`config.mk`:
```
export PLATFORM = sky130hd
export DESIGN_NAME = seq_pattern_tx_flat
export DESIGN_NICKNAME = d
export VERILOG_FILES = /design/src/rtl/seq_pkg.sv /design/src/rtl/seq_pattern_tx_if.sv /design/src/rtl/seq_down_counter.sv /design/src/rtl/seq_pattern_tx.sv /design/src/flat_wrapper.sv
export SDC_FILE = /design/constraint.sdc
export NUM_CORES = 1
export LEC_CHECK = 0
export BUFFER_PORTS_ARGS = -buffer_cell sky130_fd_sc_hd__buf_2
export CORE_UTILIZATION = 44
export DETAILED_ROUTE_END_ITERATION = 8
export GPL_TIMING_DRIVEN = 0
export PLACE_DENSITY_LB_ADDON = 0.25
export SLEW_MARGIN = 20
export SYNTH_ARGS = -nofsm -noshare
export SYNTH_HDL_FRONTEND = slang
export SYNTH_SLANG_ARGS = --single-unit
```
`constraint.sdc`:
```
create_clock -name clk -period 4.5 [get_ports clk]
set_clock_uncertainty 0.2 [all_clocks]
set_input_delay 0.225 -clock clk [delete_from_list [all_inputs] [get_ports clk]]
set_output_delay 0.225 -clock clk [all_outputs]
set_load 0.05 [all_outputs]
```
`src/rtl/seq_pkg.sv`:
```
// Shared types and constants for the serial pattern transmitter and the
// sequence-detector benches that consume its stream.
package seq_pkg;

  typedef enum logic [1:0] {
    IDLE  = 2'd0,
    SHIFT = 2'd1,
    GAP   = 2'd2,
    DONE  = 2'd3
  } state_t;

  localparam int PAT_W_DEF = 3;
  localparam int CNT_W_DEF = 8;

  localparam logic [2:0] PAT_101 = 3'b101;

endpackage

```
`src/rtl/seq_pattern_tx_if.sv`:
```
// Request/stream bundle of seq_pattern_tx: master drives the request side,
// slave (the transmitter) drives the serial stream and status.
interface seq_pattern_tx_if
  import seq_pkg::*;
#(
  parameter int PAT_W = PAT_W_DEF,
  parameter int CNT_W = CNT_W_DEF
);
  logic             start;
  logic [PAT_W-1:0] pattern;
  logic [CNT_W-1:0] repeat_n;
  logic             abort;
  logic             out;
  logic             out_valid;
  logic             busy;
  logic             done;

  modport master (
    output start, pattern, repeat_n, abort,
    input  out, out_valid, busy, done
  );

  modport slave (
    input  start, pattern, repeat_n, abort,
    output out, out_valid, busy, done
  );
endinterface

```
`src/rtl/seq_down_counter.sv`:
```
// Loadable down-counter that holds at zero instead of wrapping; zero flag
// reflects the current count.
module seq_down_counter #(
  parameter int W = 8
) (
  input  logic         clk,
  input  logic         reset,
  input  logic         load,
  input  logic [W-1:0] load_val,
  input  logic         dec,
  output logic [W-1:0] count,
  output logic         zero
);

  always_ff @(posedge clk or negedge reset) begin
    if (!reset) begin
      count <= '0;
    end else if (load) begin
      count <= load_val;
    end else if (dec && (count != '0)) begin
      count <= count - W'(1);
    end
  end

  assign zero = (count == '0);

endmodule

```
`src/rtl/seq_pattern_tx.sv`:
```
// Serial pattern transmitter: sends a latched PAT_W-bit pattern MSB first,
// repeated max(repeat_n,1) times. Define SEQ_PATTERN_TX_GAP_EN for idle gaps.
module seq_pattern_tx
  import seq_pkg::*;
#(
  parameter int PAT_W   = PAT_W_DEF,
  parameter int CNT_W   = CNT_W_DEF,
  parameter int GAP_LEN = 2
) (
  input  logic            clk,
  input  logic            reset,
  seq_pattern_tx_if.slave bus
);

  localparam int                IDX_W   = $clog2(PAT_W);
  localparam logic [IDX_W-1:0]  IDX_TOP = IDX_W'(PAT_W - 1);

  if (PAT_W < 2 || GAP_LEN < 1) begin : g_bad_params
    $error("seq_pattern_tx: PAT_W must be >= 2 and GAP_LEN >= 1");
  end

  state_t           state, state_nx;
  logic [PAT_W-1:0] pat_q;
  logic [IDX_W-1:0] bit_idx, bit_idx_nx;
  logic             start_acc;
  logic             out_q, valid_q, busy_q, done_q;
  logic             out_nx, valid_nx, busy_nx, done_nx;

  logic             reps_dec, reps_zero, last_rep;
  logic [CNT_W-1:0] reps_init, reps_cnt;

  assign reps_init = (bus.repeat_n == '0) ? CNT_W'(1) : bus.repeat_n;
  assign last_rep  = reps_zero || (reps_cnt == CNT_W'(1));

  seq_down_counter #(.W(CNT_W)) u_reps (
    .clk      (clk),
    .reset    (reset),
    .load     (start_acc),
    .load_val (reps_init),
    .dec      (reps_dec),
    .count    (reps_cnt),
    .zero     (reps_zero)
  );

`ifdef SEQ_PATTERN_TX_GAP_EN
  localparam int GAP_W = $clog2(GAP_LEN + 1);

  logic             gap_load, gap_dec, gap_zero, gap_end;
  logic [GAP_W-1:0] gap_cnt;

  // Exit on the cycle the count reads 1, giving exactly GAP_LEN GAP cycles.
  assign gap_end = gap_zero || (gap_cnt == GAP_W'(1));

  seq_down_counter #(.W(GAP_W)) u_gap (
    .clk      (clk),
    .reset    (reset),
    .load     (gap_load),
    .load_val (GAP_W'(GAP_LEN)),
    .dec      (gap_dec),
    .count    (gap_cnt),
    .zero     (gap_zero)
  );
`endif

  always_comb begin
    state_nx   = state;
    bit_idx_nx = bit_idx;
    start_acc  = 1'b0;
    reps_dec   = 1'b0;
    out_nx     = 1'b0;
    valid_nx   = 1'b0;
    busy_nx    = (state != IDLE);
    done_nx    = 1'b0;
`ifdef SEQ_PATTERN_TX_GAP_EN
    gap_load   = 1'b0;
    gap_dec    = 1'b0;
`endif
    case (state)
      IDLE: begin
        if (bus.start && !bus.abort) begin
          start_acc  = 1'b1;
          bit_idx_nx = IDX_TOP;
          state_nx   = SHIFT;
        end
      end
      SHIFT: begin
        out_nx   = pat_q[bit_idx];
        valid_nx = 1'b1;
        if (bit_idx != '0) begin
          bit_idx_nx = bit_idx - IDX_W'(1);
        end else if (last_rep) begin
          state_nx = DONE;
        end else begin
          reps_dec   = 1'b1;
          bit_idx_nx = IDX_TOP;
`ifdef SEQ_PATTERN_TX_GAP_EN
          gap_load   = 1'b1;
          state_nx   = GAP;
`endif
        end
      end
`ifdef SEQ_PATTERN_TX_GAP_EN
      GAP: begin
        if (gap_end) begin
          bit_idx_nx = IDX_TOP;
          state_nx   = SHIFT;
        end else begin
          gap_dec = 1'b1;
        end
      end
`endif
      DONE: begin
        done_nx  = 1'b1;
        state_nx = IDLE;
      end
      default: state_nx = IDLE;
    endcase

    // Abort squashes this cycle's outputs as well as the next state.
    if (bus.abort && (state != IDLE)) begin
      state_nx = IDLE;
      reps_dec = 1'b0;
      out_nx   = 1'b0;
      valid_nx = 1'b0;
      busy_nx  = 1'b0;
      done_nx  = 1'b0;
`ifdef SEQ_PATTERN_TX_GAP_EN
      gap_load = 1'b0;
      gap_dec  = 1'b0;
`endif
    end
  end

  always_ff @(posedge clk or negedge reset) begin
    if (!reset) begin
      state   <= IDLE;
      bit_idx <= '0;
      pat_q   <= '0;
      out_q   <= 1'b0;
      valid_q <= 1'b0;
      busy_q  <= 1'b0;
      done_q  <= 1'b0;
    end else begin
      state   <= state_nx;
      bit_idx <= bit_idx_nx;
      if (start_acc) begin
        pat_q <= bus.pattern;
      end
      out_q   <= out_nx;
      valid_q <= valid_nx;
      busy_q  <= busy_nx;
      done_q  <= done_nx;
    end
  end

  assign bus.out       = out_q;
  assign bus.out_valid = valid_q;
  assign bus.busy      = busy_q;
  assign bus.done      = done_q;

endmodule
```
`src/flat_wrapper.sv`:
```
// flat-port wrapper written by rule: the top's interface ports become plain ports
module seq_pattern_tx_flat import seq_pkg::*;
#(
  parameter int PAT_W   = PAT_W_DEF,
  parameter int CNT_W   = CNT_W_DEF,
  parameter int GAP_LEN = 2
)
  (clk, reset, bus_start, bus_pattern, bus_repeat_n, bus_abort, bus_out, bus_out_valid, bus_busy, bus_done);
  seq_pattern_tx_if #(.PAT_W(PAT_W), .CNT_W(CNT_W)) bus_i ();
  input  logic clk;
  input  logic reset;
  input wire logic [$bits(bus_i.start)-1:0] bus_start;
  input wire logic [$bits(bus_i.pattern)-1:0] bus_pattern;
  input wire logic [$bits(bus_i.repeat_n)-1:0] bus_repeat_n;
  input wire logic [$bits(bus_i.abort)-1:0] bus_abort;
  output wire logic [$bits(bus_i.out)-1:0] bus_out;
  output wire logic [$bits(bus_i.out_valid)-1:0] bus_out_valid;
  output wire logic [$bits(bus_i.busy)-1:0] bus_busy;
  output wire logic [$bits(bus_i.done)-1:0] bus_done;
  assign bus_i.start = bus_start;
  assign bus_i.pattern = bus_pattern;
  assign bus_i.repeat_n = bus_repeat_n;
  assign bus_i.abort = bus_abort;
  assign bus_out = bus_i.out;
  assign bus_out_valid = bus_i.out_valid;
  assign bus_busy = bus_i.busy;
  assign bus_done = bus_i.done;
  seq_pattern_tx #(.PAT_W(PAT_W), .CNT_W(CNT_W), .GAP_LEN(GAP_LEN)) u_core (.clk(clk), .reset(reset), .bus(bus_i));
endmodule
```
-- Word level (Yosys, flattened, before mapping)
Cells that the tools add are included.
- register bits after elaboration: 19
- output and inout bits: 4
- word-level logic and storage cells: 61
- bits of input ports: 15
- multiplexer cells: 27
- magnitude comparators: 1
- $add $sub $neg: 2
- reduce and logical (&&, ||, !) cells: 15
- equal/unequal tests: 8
- operators by type and width (cell ; count):
    8-bit 2-to-1 mux ; 3
    8-bit zero test ; 2
    1-bit 2-to-1 mux ; 14
    2-bit 2-to-1 mux ; 7
    8-bit by 1-bit equality test with 1-bit output, second input constant ; 1
    2-bit one-hot mux with 2 select lines ; 2
    2-bit nonzero test ; 4
    8-bit nonzero test ; 1
    8-bit by 1-bit subtractor with 8-bit output, second input constant ; 1
    3-bit by 1-bit != test with 1-bit output, second input constant ; 2
    3-bit != test, second input constant ; 2
    3-bit AND reduction ; 2
    1-bit logical AND ; 3
    2-bit by 3-bit less-than comparator with 1-bit output, second input constant ; 1
    1-bit binary-select mux with 2-bit select ; 1
    2-bit by 1-bit equality test with 1-bit output, second input constant ; 1
    2-bit equality test, second input constant ; 1
    2-bit zero test ; 1
    2-bit by 1-bit != test with 1-bit output, second input constant ; 1
    2-bit by 1-bit subtractor with 2-bit output, second input constant ; 1
    1-bit zero test ; 1
    1-bit logical OR ; 1

-- Depth between registers and ports, before layout
Gate-level depths: netlist of the first run.
- depth after elaboration: 9
- depth in mapped cells: 6
- gate-level depth less buffers: 6

-- Cells and area by module
A second synthesis of the first run with hierarchy kept.
- cell total of the unflattened synthesis: 109
- area, all modules: 1072.3 um^2
- by module, submodules not included (module ; times used ; area each (um^2) ; sequential area each (um^2) ; cells an instance):
    seq_pattern_tx ; 1 ; 544.3 ; 275.3 ; 51
    seq_down_counter ; 1 ; 528.0 ; 200.2 ; 58

-- Least setup slack after synthesis of the first run
OpenSTA, ideal clock, no wires.
- kind: flip-flop to flip-flop
- start point: register u_core.u_reps.count[0]
- end point: register u_core.u_reps.count[4]
- cell stages (with the launch flop): 7
- setup time: 0.127 ns
- arrival: 1.542 ns
- buffers on the path: 0
- slack: 2.631 ns
- cell sequence: dfrtp_1 > inv_1 > ha_1 > or2_0 > a31o_2 > o32ai_1 > nor3_2
- longest elaborated chain between the ends: 8
- elaborated cells on any way between the ends: 13
- those cells by class: 1 x add/sub; 1 x eq/ne; 6 x mux; 5 x reduce/logical
- ends and longest elaborated chain (what ; line ; RTL):
    start: declaration ; seq_down_counter.sv:11 ; output logic [W-1:0] count,
    start signal: assignment ; seq_down_counter.sv:19 ; count <= load_val;
    start signal: assignment ; seq_down_counter.sv:21 ; count <= count - W'(1);
    8-bit by 1-bit equality test with 1-bit output or 8-bit zero test (tied branches) ; seq_pattern_tx.sv:33, seq_down_counter.sv:25 ;
    1-bit logical OR ; seq_pattern_tx.sv:33 ; assign last_rep = reps_zero || (reps_cnt == CNT_W'(1));
    1-bit 2-to-1 mux ; seq_pattern_tx.sv:91 ; end else if (last_rep) begin
    1-bit 2-to-1 mux ; seq_pattern_tx.sv:89 ; if (bit_idx != '0) begin
    1-bit 2-to-1 mux ; seq_pattern_tx.sv:78 ; case (state)
    1-bit 2-to-1 mux ; seq_pattern_tx.sv:120 ; if (bus.abort && (state != IDLE)) begin
    1-bit logical AND ; seq_down_counter.sv:20 ; end else if (dec && (count != '0)) begin
    2-bit nonzero test (no source line) ; -- ;
Parallel ways exist; a longest one is shown, timed or not. The select of a mux whose other input is x is not followed.
A chain may end at the register's enable or synchronous reset.

-- Worst setup path in the final report of the first run
- start point: register u_core.u_reps.count[0]
- end point: register u_core.u_reps.count[5]
The elaborated chain is that of the path after synthesis.

==> results of run 1 <==
==> worst min-delay path: cells and delay by family <==
| family | cells | cell delay, ps |
|---|---|---|
| AOI/OAI and AO/OA | 2 | 180 |
| buffers and inverters | 1 | 70 |
==> cell families (layout without fill, tap and decap cells) <==
logic type	after synthesis	count (layout)	synth area share
muxes	1	1	0.00958
and+or+nand+nor	56	56	0.309
AOI/OAI and AO/OA	18	18	0.135
adders and majority gates	5	5	0.0599
DFF	19	19	0.455
buffers and inverters	8	39	0.0311
==> cells in the mapped netlist (2+ instances only) <==
cell / count / share of area
nand3_1: 4 / 0.019
nand2_1: 14 / 0.050
a32oi_1: 2 / 0.017
nor2_1: 12 / 0.043
dfrtp_1: 19 / 0.46
ha_1: 5 / 0.060
and2_1: 2 / 0.012
nor3_1: 11 / 0.053
buf_2: 2 / 0.0096
a211oi_1: 2 / 0.014
o22ai_1: 2 / 0.012
inv_1: 5 / 0.018
==> worst paths after layout <==
check | from | cells after the start | endpoint | slack, ps
hold / removal | bus_repeat_n[0] | 3 | u_core.u_reps.count[0] | 10
min in group asynchronous | reset | 2 | u_core.bus.done | 180
hold reg to reg | u_core.pat_q[2] | 2 | u_core.pat_q[2] | 290
setup reg to reg | u_core.u_reps.count[0] | 6 | u_core.u_reps.count[5] | 2340
setup / recovery | u_core.u_reps.count[0] | 6 | u_core.u_reps.count[5] | 2340
max in group asynchronous | reset | 2 | u_core.pat_q[2] | 3620
==> layout make-up <==
cell class                 count  area (um2)  share of cell area
clock inverter                 1        5.00             0.00389
clock buffer                   3        22.5              0.0175
sequential                    19         475               0.369
multi-input combinational     80         537               0.417
tap                           28        35.0              0.0272
timing repair buffer          27         180               0.140
inverter                       5        18.8              0.0146
buffer                         3        13.8              0.0107
==> per-layer routing <==
| layer | vias to the layer above | track usage | wire (um) |
|---|---|---|---|
| met5 | - | 0 | 0 |
| met4 | 0 | 0.0833 | 16 |
| met3 | 2 | 0.0273 | 73 |
| met2 | 21 | 0.342 | 1140 |
| met1 | 453 | 0.250 | 987 |
| li1 | 454 | - | - |
==> power breakdown <==
part           internal (mW)  total [mW]  leakage [nW]  switching [mW]
clock                 0.0331      0.0876        0.0177          0.0546
sequential             0.208       0.256         0.233          0.0480
combinational         0.0690       0.159         0.332          0.0901
total                  0.310       0.503         0.583           0.193
==> per-stage QoR <==
stage | power [mW] | cells | utilization | hold slack [ps]
after floorplan | 0.367 | 107 | - | -271
after global placement | 0.404 | 153 | 0.524 | -16.0
after detailed placement | 0.413 | 153 | 0.524 | -9.67
after CTS | 0.507 | 166 | 0.576 | 0.516
after global routing | 0.538 | 166 | 0.576 | 21.7
final | 0.503 | 166 | 0.576 | 11.4
==> state kept, by name, summed over array words and instances, names as in the netlist <==
register              flops
u_core.state              2
u_core.u_reps.count       8
u_core.bus.out            1
u_core.bit_idx            2
u_core.bus.done           1
u_core.pat_q              3
u_core.bus.busy           1
u_core.bus.out_valid      1
==> results.json, run 1 <==
{
  "clkSlewWorstSetupHoldPaths_ps": 110,
  "finalNetCount": 159,
  "hp-class": "in -> reg",
  "critPathSlowestCell": "a31oi_2",
  "area_growth_syn_to_layout_pct": 23.2,
  "io_pins": 19,
  "drt_iter0_drc": 30,
  "path_buf_inv": 1,
  "syn_nets": 127,
  "synthCells": 107,
  "final_antenna_net_count": 0,
  "cts-resized-gates": 0,
  "yosysUniqueCellTypes": 39,
  "grt_antenna_before_repair": 0,
  "preCtsSetupSlack_ps": 2380,
  "slew_violations": 0,
  "seq_area_frac_synth": 0.455,
  "first_pass_iters": 4,
  "max-cap-violations": 0,
  "grt_setup_unrepaired": "false",
  "grt_max_degree": 20,
  "post_drt_wl_per_cell_um": 13.3,
  "core-area_um2": 2230,
  "cp-start-kind": "flop",
  "grt_pass1_wl_um": 3800,
  "max_slew.worst_pin.slew_ps": 536,
  "drc": 0,
  "overflow": 0,
  "ys_seq_elements": 19,
  "synth_enable_flop_cells": 0,
  "dieArea_um2": 2570,
  "gp_routability_congestion": 0.828,
  "cp_data_required_time_ps": 4520,
  "p_leak_nw": 0.583,
  "async_reset_ff_frac": 1.00,
  "vias": 930,
  "max_freq_ghz": 0.462,
  "dpl.hpwl_um": 1590,
  "synth.avg_cell_area_um2": 9.76,
  "grt_pass1_vias": 882,
  "critPathKind": "reg -> reg",
  "root_buffer": "clkbuf_4",
  "maxSlewHeadroom": 0.642,
  "p_per_area_nw_per_um2": 390,
  "post-route-cell-area_um2": 1290,
  "ir_worst_vdd_mv": 0.273,
  "final.fill_count": 209,
  "holdBufCountCts": 9,
  "cts_setup_buffers": 0,
  "drive_above_1_share": 0.225,
  "finalCriticalPeriod_ps": 2160,
  "clk_latency_ps": 300,
  "crit_path_max_incr_delay_ps": 510,
  "clock-sinks": 19,
  "die_h_um": 50.7,
  "antenna_cells": 0,
  "status": "finished, final reports clean",
  "end_kind": "flop",
  "final_cell_mix": "buf_2, dfrtp_1, nand2_1, nor2_1, nor3_1",
  "final_common_cell": "buf_2",
  "cts_tree": "done",
  "worstPathArrival_ps": 2190,
  "row_count": 17,
  "cp_top_family": "compound AO/OA/AOI/OAI gates",
  "finalWirelength_um": 2220,
  "clk_path_buf_depth": 2,
  "hold_viol_final": 0,
  "synth_warnings": 0,
  "finalSetupViolations": 0,
  "layout_setup_ws_ps": 2340,
  "start_util": 0.468,
  "vias_per_cell": 5.60,
  "cts.htree.levels": 1,
  "die_w_um": 50.7,
  "cp_cell_sequence": "inv_1 > ha_1 > or2_0 > a31oi_2 > a311oi_1 > nor3_1",
  "grtUsageTotal": 0.200,
  "netlist_area_um2": 1040,
  "finalSetupTns_ps": 0,
  "io_buffers": 18,
  "period_share": 0.481,
  "cts_buffers": 3,
  "placed_area_um2": 1170,
  "cp_max_fo": 10,
  "synth_ff_type": "dfrtp_1"
}
Note: power is estimated with default switching activity, not from simulation.
==> inputs of run 2 (changes only) <==
==> constraint.sdc (replaced) <==
create_clock -name clk -period 1.8 [get_ports clk]
set_clock_uncertainty 0.2 [all_clocks]
set_input_delay 0.09 -clock clk [delete_from_list [all_inputs] [get_ports clk]]
set_output_delay 0.09 -clock clk [all_outputs]
set_load 0.05 [all_outputs]
==> run 2 against run 1 <==
  * The flow now finishes with violations (setup timing)
  * Final area rose by 22%
  * Maximum frequency rose by 19%
  * Sequential power rose to 2.5 times the previous value
  * Count of clock-buffer cells in the layout rose by 1
  * Total power rose to 3.1 times the previous value
  * Core utilization rose by 13 points
  * Non-clock buffer count rose by 17
  * Register-to-register slack got worse by 2400 ps
  * Worst setup slack got worse by 2400 ps
  * Flip-flop and latch count did not move
  * Via count rose by 13%
  * Critical endpoint is now u_core.u_reps.count[7]
==> results.json, run 2 (same netlist as run 1, synthesis figures left out) <==
{
  "vias": 1049,
  "vias_per_cell": 5.70,
  "hp-class": "in -> async",
  "cp_data_required_time_ps": 1850,
  "antenna_cells": 0,
  "p_leak_nw": 0.686,
  "cp-start-kind": "flop",
  "drt_iter0_drc": 18,
  "drive_above_1_share": 0.404,
  "final_antenna_net_count": 0,
  "cts_tree": "done",
  "root_buffer": "clkbuf_4",
  "clk_path_buf_depth": 2,
  "overflow": 0,
  "area_growth_syn_to_layout_pct": 50.1,
  "grt_pass1_vias": 1037,
  "largest_register_ffs": 8,
  "crit_path_max_incr_delay_ps": 430,
  "drc": 0,
  "final_common_cell": "buf_2",
  "finalSetupTns_ps": -45.5,
  "clkSlewWorstSetupHoldPaths_ps": 110,
  "ir_worst_vdd_mv": 0.710,
  "post_drt_wl_per_cell_um": 15.4,
  "cp_max_fo": 4,
  "cts_buffers": 3,
  "finalCriticalPeriod_ps": 1820,
  "hold_viol_final": 0,
  "clk_latency_ps": 310,
  "top_register": "u_core.u_reps.count",
  "gp_routability_congestion": 0.776,
  "preCtsSetupSlack_ps": -120,
  "first_pass_iters": 4,
  "grt_pass1_wl_um": 4730,
  "dieArea_um2": 2570,
  "status": "finished with violations",
  "io_buffers": 18,
  "cp_cell_sequence": "ha_2 > or2_4 > a31o_4 > or3_1 > nand3_1",
  "cts.htree.levels": 1,
  "finalSetupViolations": 2,
  "worstPathArrival_ps": 1870,
  "grt_setup_unrepaired": "true",
  "max_slew.worst_pin.slew_ps": 464,
  "die_w_um": 50.7,
  "io_pins": 19,
  "grt_antenna_before_repair": 0,
  "p_per_area_nw_per_um2": 1000,
  "core-area_um2": 2230,
  "end_kind": "flop",
  "maxSlewHeadroom": 0.688,
  "layout_setup_ws_ps": -22.8,
  "critPathKind": "reg -> reg",
  "fin_util": 0.702,
  "top_regs": "u_core.u_reps.count (8), u_core.pat_q (3)",
  "cp_top_family": "simple AND/OR/NAND/NOR gates",
  "violations": "setup timing",
  "die_h_um": 50.7,
  "period_share": 1.01,
  "finalNetCount": 177,
  "clock-sinks": 19,
  "critPathSlowestCell": "dfrtp_1",
  "slew_violations": 0,
  "dpl.hpwl_um": 1640,
  "grt_max_degree": 20,
  "start_util": 0.468,
  "row_count": 17,
  "finalWirelength_um": 2830,
  "final_cell_mix": "buf_2, dfrtp_1, nand2_1, dlygate4sd3_1",
  "max-cap-violations": 0,
  "path_buf_inv": 0,
  "grtUsageTotal": 0.250,
  "max_freq_ghz": 0.549
}
[run 2: per-stage QoR]
stage	hold WS (ps)	total power [mW]	area [um2]	instances
floorplan	-406	0.938	1070	107
global placement	-148	1.03	1190	153
detailed placement	-147	1.05	1190	153
CTS	59.5	1.43	1480	177
global route	91.1	1.66	1570	184
finish	41.1	1.57	1570	184
[run 2: worst reg2reg max path, cell delays in order (launching register included)]
cell	delay (ps)
dfrtp_1	430
ha_2	200
or2_4	290
a31o_4	270
or3_1	310
nand3_1	70
[run 2: final timing paths]
path | from | end | slack [ps] | cells past startpoint
setup / recovery | u_core.u_reps.count[0] | u_core.u_reps.count[7] | -20 | 5
max in group asynchronous | reset | u_core.u_reps.count[3] | 1030 | 2
hold / removal | reset | u_core.bus.done | 40 | 2
hold reg to reg | u_core.pat_q[2] | u_core.pat_q[2] | 300 | 2
setup reg to reg | u_core.u_reps.count[0] | u_core.u_reps.count[7] | -20 | 5
min in group clk | u_core.pat_q[2] | u_core.pat_q[2] | 300 | 2
[run 2: power breakdown]
group          total [mW]  switching [mW]  internal (mW)
clock network       0.227           0.141         0.0866
registers           0.649           0.126          0.522
logic               0.698           0.356          0.342
[run 2: cell type report]
cell class,count,area (um2)
fillers,180,666
multi-input cells,81,659
flip-flops and latches,19,478
repair buffers,44,333
well taps,28,35.0
clock buffers,4,26.3
inverters,5,18.8
plain buffers,3,17.5
[run 2: metal layers]
layer	vias to the layer above	global-route usage	wire length (um)
met3	5	0.0394	109
met4	0	0.0833	45
met2	29	0.433	1430
met5	-	0	0
met1	520	0.312	1240
li1	495	-	-
[run 2: timing repair]
action                                 in CTS  in global routing
pin swaps                                   9                  4
cloned                                      1                  0
hold buffers                               14                  0
gates resized for setup                    13                 10
buffers inserted                            5                  7
endpoints found under the hold margin      33                  0
setup endpoints to repair                  10                 10
